`src/rtl/eth_ping_pkg.sv`:
```
// Shared definitions for the ping RX parser: parser states, header byte
// offsets, counter width and the header byte comparison helper.
package eth_ping_pkg;

  typedef enum logic [1:0] {
    ST_IDLE,
    ST_HDR,
    ST_TAIL,
    ST_DROP
  } parse_state_t;

  localparam logic [4:0] MAC_DST_OFS = 5'd0;
  localparam logic [4:0] MAC_SRC_OFS = 5'd6;
  localparam logic [4:0] ID_OFS      = 5'd12;
  localparam logic [4:0] SEQ_OFS     = 5'd16;
  localparam logic [4:0] HDR_LEN     = 5'd24;
  localparam logic [4:0] HDR_LAST    = 5'd23;

  localparam int CNT_W = 32;

  // Returns 1 when the byte at header index idx is one of the checked bytes
  // (destination MAC or identifier) and does not carry the expected value.
  function automatic logic header_mismatch(
    input logic [4:0]  idx,
    input logic [7:0]  data,
    input logic [47:0] mac,
    input logic [31:0] id
  );
    logic [47:0] mac_sh;
    logic [31:0] id_sh;
    logic        bad;
    mac_sh = '0;
    id_sh  = '0;
    bad    = 1'b0;
    if (idx < MAC_SRC_OFS) begin
      mac_sh = mac >> (6'd40 - {idx, 3'b000});
      bad    = (mac_sh[7:0] != data);
    end else if (idx >= ID_OFS && idx < SEQ_OFS) begin
      id_sh = id >> (6'd8 * (6'(SEQ_OFS) - 6'd1 - {1'b0, idx}));
      bad   = (id_sh[7:0] != data);
    end
    return bad;
  endfunction

endpackage

```
`src/rtl/sat_counter.sv`:
```
// Up-counter that sticks at its all-ones value instead of wrapping.
module sat_counter #(
  parameter int WIDTH = 32
) (
  input  logic             clk,
  input  logic             rst,
  input  logic             inc,
  output logic [WIDTH-1:0] count
);

  // Count increment requests, holding once every bit is set.
  always_ff @(posedge clk or posedge rst) begin
    if (rst) begin
      count <= '0;
    end else if (inc && (count != {WIDTH{1'b1}})) begin
      count <= count + WIDTH'(1);
    end
  end

endmodule

```
`src/rtl/eth_ping_rx_parser.sv`:
```
// RX-side ping frame parser: checks destination MAC and identifier, extracts
// source MAC and 64-bit sequence number, timestamps the first byte and
// reports each accepted frame with a one-cycle pulse plus good/bad totals.
module eth_ping_rx_parser
  import eth_ping_pkg::*;
#(
  parameter logic [47:0] dst_mac    = 48'h7A_65_64_6E_74_6D,
  parameter logic [31:0] identifier = 32'h50696E47
) (
  input  logic             s_axis_clk,
  input  logic             s_axis_rst,
  input  logic [7:0]       s_axis_tdata,
  input  logic             s_axis_tkeep,
  input  logic             s_axis_tlast,
  input  logic             s_axis_tvalid,
  input  logic [63:0]      current_time,
  input  logic             time_running,
  output logic             ping_valid,
  output logic [63:0]      ping_id,
  output logic [63:0]      ping_time,
  output logic [47:0]      ping_src_mac,
  output logic [CNT_W-1:0] frames_ok,
  output logic [CNT_W-1:0] frames_bad
);

  parse_state_t state;
  logic [4:0]   byte_idx;
  logic         run_flag;
  logic [63:0]  sh_time;
  logic [63:0]  sh_seq;
  logic [47:0]  sh_src;

  logic         is_byte;
  logic         is_last;
  logic [4:0]   cur_idx;
  logic         cur_run;
  logic         byte_bad;
  logic         hit_good;
  logic         hit_bad;
  logic         good_fin;
  logic         bad_fin;
  logic [63:0]  seq_next;

  assign is_byte = s_axis_tvalid && s_axis_tkeep;
  assign is_last = s_axis_tvalid && s_axis_tlast;

  // Decide per beat whether the frame ends here and how it is judged; the
  // first byte is checked from IDLE so a bad byte 0 is never missed.
  always_comb begin
    cur_idx  = (state == ST_IDLE) ? MAC_DST_OFS : byte_idx;
    cur_run  = (state == ST_IDLE) ? time_running : run_flag;
    byte_bad = is_byte && header_mismatch(cur_idx, s_axis_tdata, dst_mac, identifier);
    hit_good = 1'b0;
    hit_bad  = 1'b0;
    seq_next = sh_seq;
    case (state)
      ST_IDLE: hit_bad = is_byte && s_axis_tlast;
      ST_HDR: begin
        if (is_last) begin
          if (is_byte && byte_idx == HDR_LAST) hit_good = 1'b1;
          else                                 hit_bad  = 1'b1;
        end
        if (is_byte && byte_idx >= SEQ_OFS && byte_idx < HDR_LEN)
          seq_next = {sh_seq[55:0], s_axis_tdata};
      end
      ST_TAIL: hit_good = is_last;
      ST_DROP: hit_bad  = is_last;
      default: hit_bad  = 1'b0;
    endcase
    good_fin = hit_good && cur_run;
    bad_fin  = hit_bad && cur_run;
  end

  // Parser FSM with shadow capture and registered result outputs.
  always_ff @(posedge s_axis_clk or posedge s_axis_rst) begin
    if (s_axis_rst) begin
      state        <= ST_IDLE;
      byte_idx     <= '0;
      run_flag     <= 1'b0;
      sh_time      <= '0;
      sh_seq       <= '0;
      sh_src       <= '0;
      ping_valid   <= 1'b0;
      ping_id      <= '0;
      ping_time    <= '0;
      ping_src_mac <= '0;
    end else begin
      ping_valid <= 1'b0;
      if (good_fin) begin
        ping_valid   <= 1'b1;
        ping_id      <= seq_next;
        ping_time    <= sh_time;
        ping_src_mac <= sh_src;
      end
      case (state)
        ST_IDLE: begin
          if (is_byte) begin
            sh_time  <= current_time;
            run_flag <= time_running;
            byte_idx <= 5'd1;
            if (s_axis_tlast)  state <= ST_IDLE;
            else if (byte_bad) state <= ST_DROP;
            else               state <= ST_HDR;
          end
        end
        ST_HDR: begin
          if (is_byte) begin
            byte_idx <= byte_idx + 5'd1;
            sh_seq   <= seq_next;
            if (byte_idx >= MAC_SRC_OFS && byte_idx < ID_OFS)
              sh_src <= {sh_src[39:0], s_axis_tdata};
            if (s_axis_tlast)              state <= ST_IDLE;
            else if (byte_bad)             state <= ST_DROP;
            else if (byte_idx == HDR_LAST) state <= ST_TAIL;
          end else if (is_last) begin
            state <= ST_IDLE;
          end
        end
        ST_TAIL, ST_DROP: begin
          if (is_last) state <= ST_IDLE;
        end
        default: state <= ST_IDLE;
      endcase
    end
  end

  sat_counter #(.WIDTH(CNT_W)) u_frames_ok (
    .clk   (s_axis_clk),
    .rst   (s_axis_rst),
    .inc   (good_fin),
    .count (frames_ok)
  );

  sat_counter #(.WIDTH(CNT_W)) u_frames_bad (
    .clk   (s_axis_clk),
    .rst   (s_axis_rst),
    .inc   (bad_fin),
    .count (frames_bad)
  );

endmodule

```
`config.mk`:
```
export PLATFORM = sky130hd
export DESIGN_NAME = eth_ping_rx_parser
export DESIGN_NICKNAME = d
export VERILOG_FILES = /design/src/rtl/eth_ping_pkg.sv /design/src/rtl/sat_counter.sv /design/src/rtl/eth_ping_rx_parser.sv
export SDC_FILE = /design/constraint.sdc
export NUM_CORES = 1
export LEC_CHECK = 0
export BUFFER_PORTS_ARGS = -buffer_cell sky130_fd_sc_hd__buf_2
export CORE_MARGIN = 10
export CORE_UTILIZATION = 50
export CTS_BUF_LIST = sky130_fd_sc_hd__clkbuf_2 sky130_fd_sc_hd__clkbuf_4 sky130_fd_sc_hd__clkbuf_8
export DETAILED_ROUTE_END_ITERATION = 7
export MAX_ROUTING_LAYER = met4
export PLACE_DENSITY = 0.83
export SYNTH_ARGS = -nofsm -noshare
export SYNTH_HDL_FRONTEND = slang
export SYNTH_SLANG_ARGS = --single-unit
```
`constraint.sdc`:
```
create_clock -name s_axis_clk -period 14.95 [get_ports s_axis_clk]
set_clock_uncertainty 0.1 [all_clocks]
set_input_delay 0.7475 -clock s_axis_clk [delete_from_list [all_inputs] [get_ports s_axis_clk]]
set_output_delay 0.7475 -clock s_axis_clk [all_outputs]
set_load 0.005 [all_outputs]
```
### Yosys cells after proc, flatten, opt, wreduce, memory -nomap -nowiden

Index checks and enable logic that the tools add are counted.

* flip-flop bits (word level): 425
* output and inout port bits: 241
* word-level logic and storage cells: 83

* $add $sub $neg: 5
* $lt $le $gt $ge: 7
* equality and inequality tests: 11
* shift operators: 2
* mux-type cells: 25
* reductions and logical operators: 21

Operators by type and width (count)
* two-way mux 64 bit: 2
* adder 32 x 1 -> 32 bit (second input constant): 2
* != test 32 bit (second input constant): 2
* right shift 47 x 8 -> 8 bit (first input constant): 1
* right shift 31 x 6 -> 8 bit (first input constant): 1
* two-way mux 2 bit: 8
* != test 8 bit: 2
* two-way mux 5 bit: 3
* logical AND 1 bit: 13
* < comparator 5 bit (second input constant): 2
* one-hot mux 5 bit (2 select lines): 1
* two-way mux 1 bit: 8
* subtractor 6 x 8 -> 8 bit (first input constant): 1
* one-hot mux 2 bit (3 select lines): 1
* AND reduction 2 bit: 3
* AND reduction 3 bit: 2
* adder 5 x 1 -> 5 bit (second input constant): 1
* == test 5 bit (second input constant): 1
* greater-or-equal comparator 5 x 3 -> 1 bit (second input constant): 1
* greater-or-equal comparator 5 x 4 -> 1 bit (second input constant): 1
* greater-or-equal comparator 5 bit (second input constant): 1
* < comparator 5 x 3 -> 1 bit (second input constant): 1
* < comparator 5 x 4 -> 1 bit (second input constant): 1
* != test 5 bit (second input constant): 1
* 9 further kinds: 11

### Logic depth before layout (Yosys ltp)

Gate-level depths: netlist of the first run.

* word-level depth: 12
* mapped depth: 15
* depth with buffers taken out: 12

### Modules after synthesis

Synthesis of the first run repeated with hierarchy kept, for this count alone.

* cell total of the unflattened synthesis: 1318
* area, all modules: 17364.2 µm²

Modules (own cells, without submodules)
* eth_ping_rx_parser: instances 1, cells each 1040, area each 14241.2 µm², sequential area each 9033.7 µm²
* sat_counter: instances 2, cells each 139, area each 1561.5 µm², sequential area each 800.8 µm²

### Least setup slack after synthesis of the first run

OpenSTA, ideal clock, no wires.

* path type: register to register
* start point: register state[1]
* end point: register state[0]
* arrival time: 2987 ps
* data required time: 14724 ps
* path slack: 11737 ps
* stages on the path, launching flop included: 16
* path buffers: 3
* period minus slack after synthesis: 3213 ps
* path through: dfrtp_1 > inv_1 > ha_1 > buf_2 > clkbuf_1 > nand2b_1 > inv_1 > ha_1 > clkbuf_1 > xor2_1 > nor3_1 > o211a_1 > o221a_2 > nor2_1 > o211ai_1 > a221o_1

* word-level cells in the longest chain between the ends: 12
* elaborated cells between the ends (all ways): 26
* classes of those cells: add/sub: 2; order compare: 3; eq/ne: 7; shift: 2; mux: 7; reduce/logical: 5

RTL lines
* start: declaration: line eth_ping_rx_parser.sv:26 `parse_state_t state;`
* start signal: assignment: line eth_ping_rx_parser.sv:77 `state <= ST_IDLE;`
* start signal: assignment: line eth_ping_rx_parser.sv:101 `if (s_axis_tlast) state <= ST_IDLE;`
* start signal: assignment: line eth_ping_rx_parser.sv:102 `else if (byte_bad) state <= ST_DROP;`
* branches (longest 12 deep; another with subtractor 6 x 8 -> 8 bit)

Several ways; the timed one is not identified.
A chain may end at the register's enable or synchronous reset.

### Worst setup path in the final report of the first run

* start point: register state[1]
* end point: register u_frames_bad.count[20]

* word-level cells in the longest chain between the ends: 4
* elaborated cells between the ends (all ways): 7
* classes of those cells: eq/ne: 2; mux: 2; reduce/logical: 3

RTL lines
* == test 2 bit, or another cell as far along: line eth_ping_rx_parser.sv:56 `case (state)`
* one-hot mux 1 bit (3 select lines) / two-way mux 1 bit (equally long branches): line eth_ping_rx_parser.sv:56, eth_ping_rx_parser.sv:51
* logical AND 1 bit *: line eth_ping_rx_parser.sv:71 `bad_fin = hit_bad && cur_run;`
* logical AND 1 bit *: line sat_counter.sv:15 `end else if (inc && (count != {WIDTH{1'b1}})) begin`
* end signal: assignment: line sat_counter.sv:16 `count <= count + WIDTH'(1);`
* end: declaration: line sat_counter.sv:8 `output logic [WIDTH-1:0] count`

Mark *: on every way between the ends. The rest lies on a longest branch, timed or not.

==> results of run 1 <==
final cells by class:
cell class                      count  share of cell area (%)
Antenna cell                        7                  0.0847
Clock inverter                     14                   0.672
Inverter                           21                   0.417
Timing Repair Buffer              325                    8.01
Tap cell                          448                    2.71
Sequential cell                   425                    51.4
Multi-Input combinational cell    674                    30.0
Clock buffer                      111                    6.72
cell usage after synthesis (all sizes together) (15+ instances only):
master / number
buf: 32
clkbuf: 23
dfrtp: 425
inv: 21
mux2: 352
nand2: 43
nand3: 34
nand4: 16
nor2: 28
nor3: 15
xnor2: 40
xor2: 23
metrics by stage:
stage                     cell area, sq um  utilization (%)
after global routing                 20700             61.4
after CTS                            20700             61.3
after global placement               19100             56.8
after detailed placement             19100             56.8
final                                20700             61.4
after floorplan                      17100                -
logic make-up after synthesis:
logic type,after synthesis,share of synthesized area [%]
AOI/OAI and AO/OA,52,2.12
xor gates and xnor gates,63,3.22
adders and majority gates,9,0.658
buffers and inverters,76,1.86
DFF,425,62.1
muxes,355,23.3
and+or+nand+nor,195,6.69
layer usage:
metal | global-route usage [%] | part of all wire (%) | routed length, um | vias to the layer above
met3 | 7.46 | 8.2 | 3230 | 60
met5 | - | 0 | 0 | -
met1 | 22.3 | 41 | 16000 | 5404
met4 | 5.72 | 2.1 | 814 | 0
met2 | 30.1 | 49 | 19100 | 291
li1 | - | - | - | 4862
worst paths after layout:
kind,start,to,slack (ns),cells after the start
worst max-delay path,state[1],u_frames_bad.count[20],11.21,7
worst min-delay path,s_axis_rst,sh_time[7],0.23,2
worst max register to register,state[1],u_frames_bad.count[20],11.21,7
worst min register to register,u_frames_ok.count[17],u_frames_ok.count[17],0.39,1
max in group asynchronous,s_axis_rst,ping_id[22],12.22,4
min in group s_axis_clk,current_time[55],sh_time[55],0.28,2
placed cells by master (no fill, tap or decap), drive strengths merged, types with 3 or more instances in the layout:
master and n:
and4 11, nand3 34, a21oi 10, mux2 352, and2 6, nor4 5, ha 9, mux2i 3
clkinvlp 3, or3 3, xor2 23, and3 12, diode 7, xnor2 40, inv 24, nor2 28
nand2b 5, nor3 15, a311oi 3, nand4 16, nand2 43, nor4b 3, o21ai 12, clkbuf 111
clkinv 6, buf 325, a211oi 3, dfrtp 425
power groups by stage:
stage | Sequential, mW | Combinational, mW | Clock (mW)
3_3_place_gp | 1.47 | 0.502 | 0
5_1_grt | 1.49 | 0.571 | 1.16
4_1_cts | 1.47 | 0.527 | 1.11
2_1_floorplan | 1.46 | 0.329 | 0
6_report | 1.47 | 0.516 | 1.07
3_5_place_dp | 1.49 | 0.523 | 0
sequential cells by signal, summed over array words and instances, names as in the netlist:
register / count
byte_idx: 5
ping_id: 64
ping_src_mac: 48
ping_time: 64
ping_valid: 1
run_flag: 1
sh_seq: 64
sh_src: 48
sh_time: 64
state: 2
u_frames_bad.count: 32
u_frames_ok.count: 32
critical path, delay by kind of cell, from the launching register on:
family                     cells  cell delay (ns)
DFF                            1             0.41
xor gates and xnor gates       1             0.18
buffers and inverters          1             0.11
and+or+nand+nor                3             1.59
adders and majority gates      1             0.58
AOI/OAI and AO/OA              1             0.65
==> qor_table.md, run 1 <==
| Quantity | Reported |
|---|---|
| Std cell rows | 67 |
| Critical Setup Path Class | register to register |
| Setup violations, final | 0 |
| Relative contribution of combinational cells to total power | 16.9% |
| Post-synthesis register bit count | 425 |
| Wire length of the first global-routing pass | 62,500 um |
| Number of vias per cell after detailed routing | 5.24 |
| Async set-reset flop share out of synthesis | 100% |
| DR vias | 10,600 |
| Cell count after synthesis | 1,175 |
| Drt drc | 0 |
| Overall Global Routing Usage | 19.1% |
| Final count of hold timing violations | 0 |
| Antenna violations before repair | 7 |
| Pin count of the biggest net entering global routing | 139 |
| Part of the power in registers | 48.0% |
| Synthesized area | 17,100 sq um |
| Area Growth Syn to Fin | 20.8% |
| Fraction of post-synthesis cell area in the top cell type by area | 62.1% |
| Final #Nets | 1,607 |
| Initial DRC count | 480 |
| Number of detailed-routing iterations run before antenna repair | 5 |
| Portion of the post-synthesis area used by sequential elements | 62.1% |
| Die boundary height | 205 um |
| Series of cell instances along the critical path | inv_1 > ha_1 > nand3_4 > a211o_1 > or3_1 > nor3_2 > xor2_1 |
| Clock net sink count | 425 |
| Count of instances resized after the clock tree is built | 0 |
| WP data arrival | 4.15 ns |
| Peak ir drop on the vdd network | 0.148 mV |
| Global-route congestion overflow total | 0 |
| Final clock period utilization by the worst path | 25.0% |
| Number of max-cap violations | 0 |
| Setup WS post-layout | 11.21 ns |
| Post-Syn Nets | 1,262 |
| Cell chosen for the clock root | sky130_fd_sc_hd__clkbuf_8 |
| FF+latch area | 10,600 sq um |
| Outcome | finished, final reports clean |
| Number of enable-type register cells in the synthesized netlist | 0 |
| Power per cell area | 148 nW/um^2 |
| Post-CTS Hold Fix Bufs | 0 |
| Post-Place Cells | 1,893 |
| Avg Synthesized Cell Area | 14.6 sq um |
| Clock share of power | 35.1% |
| Latest clock arrival within the worst-skew pair | 0.59 ns |
| Via count of the first global-routing pass | 11,500 |
| Post CTS Setup Buffer Count | 0 |
| Library cell occupying the most area in the post-synthesis netlist | sky130_fd_sc_hd__dfrtp_1 |
| Pre-CTS WS | 11.15 ns |
| Share of final-layout standard cells stronger than drive strength 1 | 52.4% |
| Switching component of the power | 0.808 mW |
| Number of levels the H-tree was split into | 3 |
| Core box area | 33,700 sq um |
| Crit path time final | 3.74 ns |
| Number of port buffers | 318 |
| Synth area leaders | sky130_fd_sc_hd__dfrtp_1 (62%), sky130_fd_sc_hd__mux2_2 (23%), sky130_fd_sc_hd__xnor2_1 (2.0%), sky130_fd_sc_hd__xor2_1 (1.2%), sky130_fd_sc_hd__nand3_1 (0.96%) |
| Number of buffers added by the clock tree synthesis step | 73 |
| Clock Path Buffers | 3 |
| Multi-input logic area | 6200 sq um |
| Pin slew with the least headroom to its limit | 1.07 ns |
| Detailed-placement wirelength estimate | 27,200 um |
| Antenna Nets Post-Route | 0 |
| Worst Path Max Fanout | 70 |
| Internal cell power | 2.25 mW |
| Post-layout instance count excluding filler cells | 2,025 |
| Final routed wire length divided by cell count | 19.4 um |
| Total chip power | 3.06 mW |
| Share of total power consumed by net switching | 26.4% |
| Endpoint class of the critical path | register |
| Highest-delay cell along the critical path | sky130_fd_sc_hd__nand3_4 |
| Final slew viol count | 0 |
| Required time of the critical path | 15.37 ns |
| Clock transition at the registers of the reported paths | 0.06 ns |
| Leak Pwr | 10.9 nW |
| Flip-flop cell with the highest count after synthesis | sky130_fd_sc_hd__dfrtp_1 |
| Path category of the worst min-delay check | input pin to async pin |
| Synth Warn # | 0 |
| Unrepaired setup endpoints after global routing | no |
| Smallest hold slack | 0.232 ns |
| Floorplan die width | 205 um |
| Max stage delay on crit path | 0.79 ns |
| Type of element launching the critical path | register |
| Number of distinct library cells after synthesis | 64 |
| Total negative slack | 0 ns |
| Number of filler cells placed in the layout | 2,578 |
| Total wire length | 39,200 um |
| Clock tree from TritonCTS | built |
| Worst-case headroom to the max-slew limit | 28.9% |
| F_max | 0.268 GHz |
| Starting Density | 50.8% |
| Number of top-level pins | 319 |
| Area of the die | 42,000 sq um |
| Weighted congestion at the end of routability-driven global placement | 0.828 |
Power figures use the tool's default switching activity.
==> run 2: changes to the inputs <==
- PLACE_DENSITY: 0.83 -> 0.86
- clock period: 14.95 -> 3.4 ns (I/O delays scaled with it)
==> qor_table.md, run 2 (same netlist as run 1, synthesis figures left out) <==
| Quantity | Reported |
|---|---|
| Outcome | finished, final reports clean |
| Global-route congestion overflow total | 0 |
| Post-layout instance count excluding filler cells | 2,109 |
| Required time of the critical path | 3.78 ns |
| Initial DRC count | 612 |
| Cell depth of the worst flop-to-flop path | 12 |
| Final slew viol count | 0 |
| Min-delay src | current_time[30] |
| Final count of hold timing violations | 0 |
| Path category of the worst min-delay check | input pin to register |
| Leak Pwr | 11.3 nW |
| Commonest cells after routing, fill and taps aside | sky130_fd_sc_hd__dfrtp_1 (425), sky130_fd_sc_hd__mux2_2 (351), sky130_fd_sc_hd__buf_2 (318), sky130_fd_sc_hd__clkbuf_8 (84), sky130_fd_sc_hd__dlygate4sd3_1 (78) |
| Number of detailed-routing iterations run before antenna repair | 7 |
| WP data arrival | 3.53 ns |
| Total negative slack | 0 ns |
| Latest clock arrival within the worst-skew pair | 0.60 ns |
| Final #Nets | 1,695 |
| Internal reg-to-reg setup slack | 0.25 ns |
| Std cell rows | 67 |
| Number of port buffers | 318 |
| Overall Global Routing Usage | 21.0% |
| Number of buffers added by the clock tree synthesis step | 70 |
| Peak ir drop on the vdd network | 0.529 mV |
| Share of final-layout standard cells stronger than drive strength 1 | 50.2% |
| Cell chosen for the clock root | sky130_fd_sc_hd__clkbuf_8 |
| Finished Core Util | 64.2% |
| Antenna violations before repair | 5 |
| Total wire length | 42,800 um |
| Commonest non-fill, non-tap cell in the layout | sky130_fd_sc_hd__dfrtp_1 |
| Drt drc | 0 |
| Post CTS Setup Buffer Count | 0 |
| Area of the die | 42,000 sq um |
| Critical Setup Path Class | register to register |
| F_max | 0.318 GHz |
| End of the worst register-to-register path | state[0] |
| Power per cell area | 639 nW/um^2 |
| Final routed wire length divided by cell count | 20.3 um |
| Clock transition at the registers of the reported paths | 0.06 ns |
| DR vias | 11,200 |
| Crit path time final | 3.15 ns |
| Pin count of the biggest net entering global routing | 115 |
| Antenna Nets Post-Route | 0 |
| Floorplan die width | 205 um |
| Weighted congestion at the end of routability-driven global placement | 0.854 |
| Reg2Reg Launch Point | state[0] |
| Unrepaired setup endpoints after global routing | no |
| Clock tree from TritonCTS | built |
| Type of element launching the critical path | register |
| Via count of the first global-routing pass | 12,300 |
| Number of top-level pins | 319 |
| Clock net sink count | 425 |
| Final clock period utilization by the worst path | 92.6% |
| Area Growth Syn to Fin | 26.4% |
| Wire length of the first global-routing pass | 68,600 um |
| Detailed-placement wirelength estimate | 27,800 um |
| Clock Path Buffers | 3 |
| Hold Path Sink | sh_time[30] |
| Pin slew with the least headroom to its limit | 0.949 ns |
| Number of vias per cell after detailed routing | 5.29 |
| Number of levels the H-tree was split into | 3 |
| Number of max-cap violations | 0 |
| Die boundary height | 205 um |
| Worst-case headroom to the max-slew limit | 36.8% |
| Smallest hold slack | 0.233 ns |
| Starting Density | 50.8% |
| Worst Path Max Fanout | 10 |
| Setup violations, final | 0 |
| Endpoint class of the critical path | register |
| Number of cells on the worst hold path | 3 |
| Core box area | 33,700 sq um |
| Post-Place Cells | 1,906 |
==> run 2: per-layer routing <==
metal  track usage [%]  part of all wire (%)  vias up
met1              24.3                    40     5679
li1                  -                     -     5043
met5                 -                     0        -
met3              6.21                   7.2       84
met2              34.1                    50      355
met4              7.56                   2.4        0
==> run 2: worst max-delay path by stage <==
stage / from / endpoint / slack (ns)
floorplan: s_axis_rst / byte_idx[0] / -2.61
global placement: state[1] / state[0] / 0.42
detailed placement: state[0] / state[0] / 0.31
CTS: state[0] / state[0] / 0.30
global route: state[0] / state[0] / 0.04
finish: state[0] / state[0] / 0.25
==> run 2: repair_timing <==
| item | 4_1_cts | 5_1_grt |
|---|---|---|
| hold endpoints to repair | 111 | 0 |
| hold buffers | 78 | 0 |
| endpoints found under the setup margin | 0 | 1 |
| gates resized for setup | 0 | 1 |
==> run 2: critical path, stage by stage (launching register included) <==
cell and delay [ns]:
sky130_fd_sc_hd__dfrtp_1 0.42, sky130_fd_sc_hd__inv_1 0.12, sky130_fd_sc_hd__ha_1 0.20, sky130_fd_sc_hd__nand2b_1 0.16, sky130_fd_sc_hd__inv_1 0.08, sky130_fd_sc_hd__ha_1 0.40, sky130_fd_sc_hd__nor2_1 0.13, sky130_fd_sc_hd__nor4b_1 0.29
sky130_fd_sc_hd__o2bb2ai_1 0.14, sky130_fd_sc_hd__nor4_2 0.36, sky130_fd_sc_hd__o21ai_1 0.16, sky130_fd_sc_hd__nor4b_1 0.17, sky130_fd_sc_hd__a221o_1 0.29
==> run 2: layout make-up <==
| type | count | area (sq um) |
|---|---|---|
| timing repair buffer | 416 | 2620 |
| clock buffer | 106 | 1320 |
| multi-input combinational | 674 | 6200 |
| tap | 448 | 561 |
| sequential | 425 | 10600 |
| clock inverter | 14 | 209 |
| inverter | 21 | 82.6 |
| antenna | 5 | 12.5 |
| fill | 2394 | 12100 |
==> run 2: stage by stage <==
stage	power, mW	cell area [sq um]	setup WS [ns]
floorplan	7.87	17100	-2.61
global placement	8.70	19300	0.420
detailed placement	8.86	19300	0.311
CTS	13.9	21600	0.301
global route	14.5	21600	0.0402
finish	13.8	21600	0.251
==> run 2: power by group <==
group	switching, mW	internal (mW)
Sequential	0.561	5.93
Combinational	1.17	1.30
Clock	2.01	2.86
Total	3.74	10.1
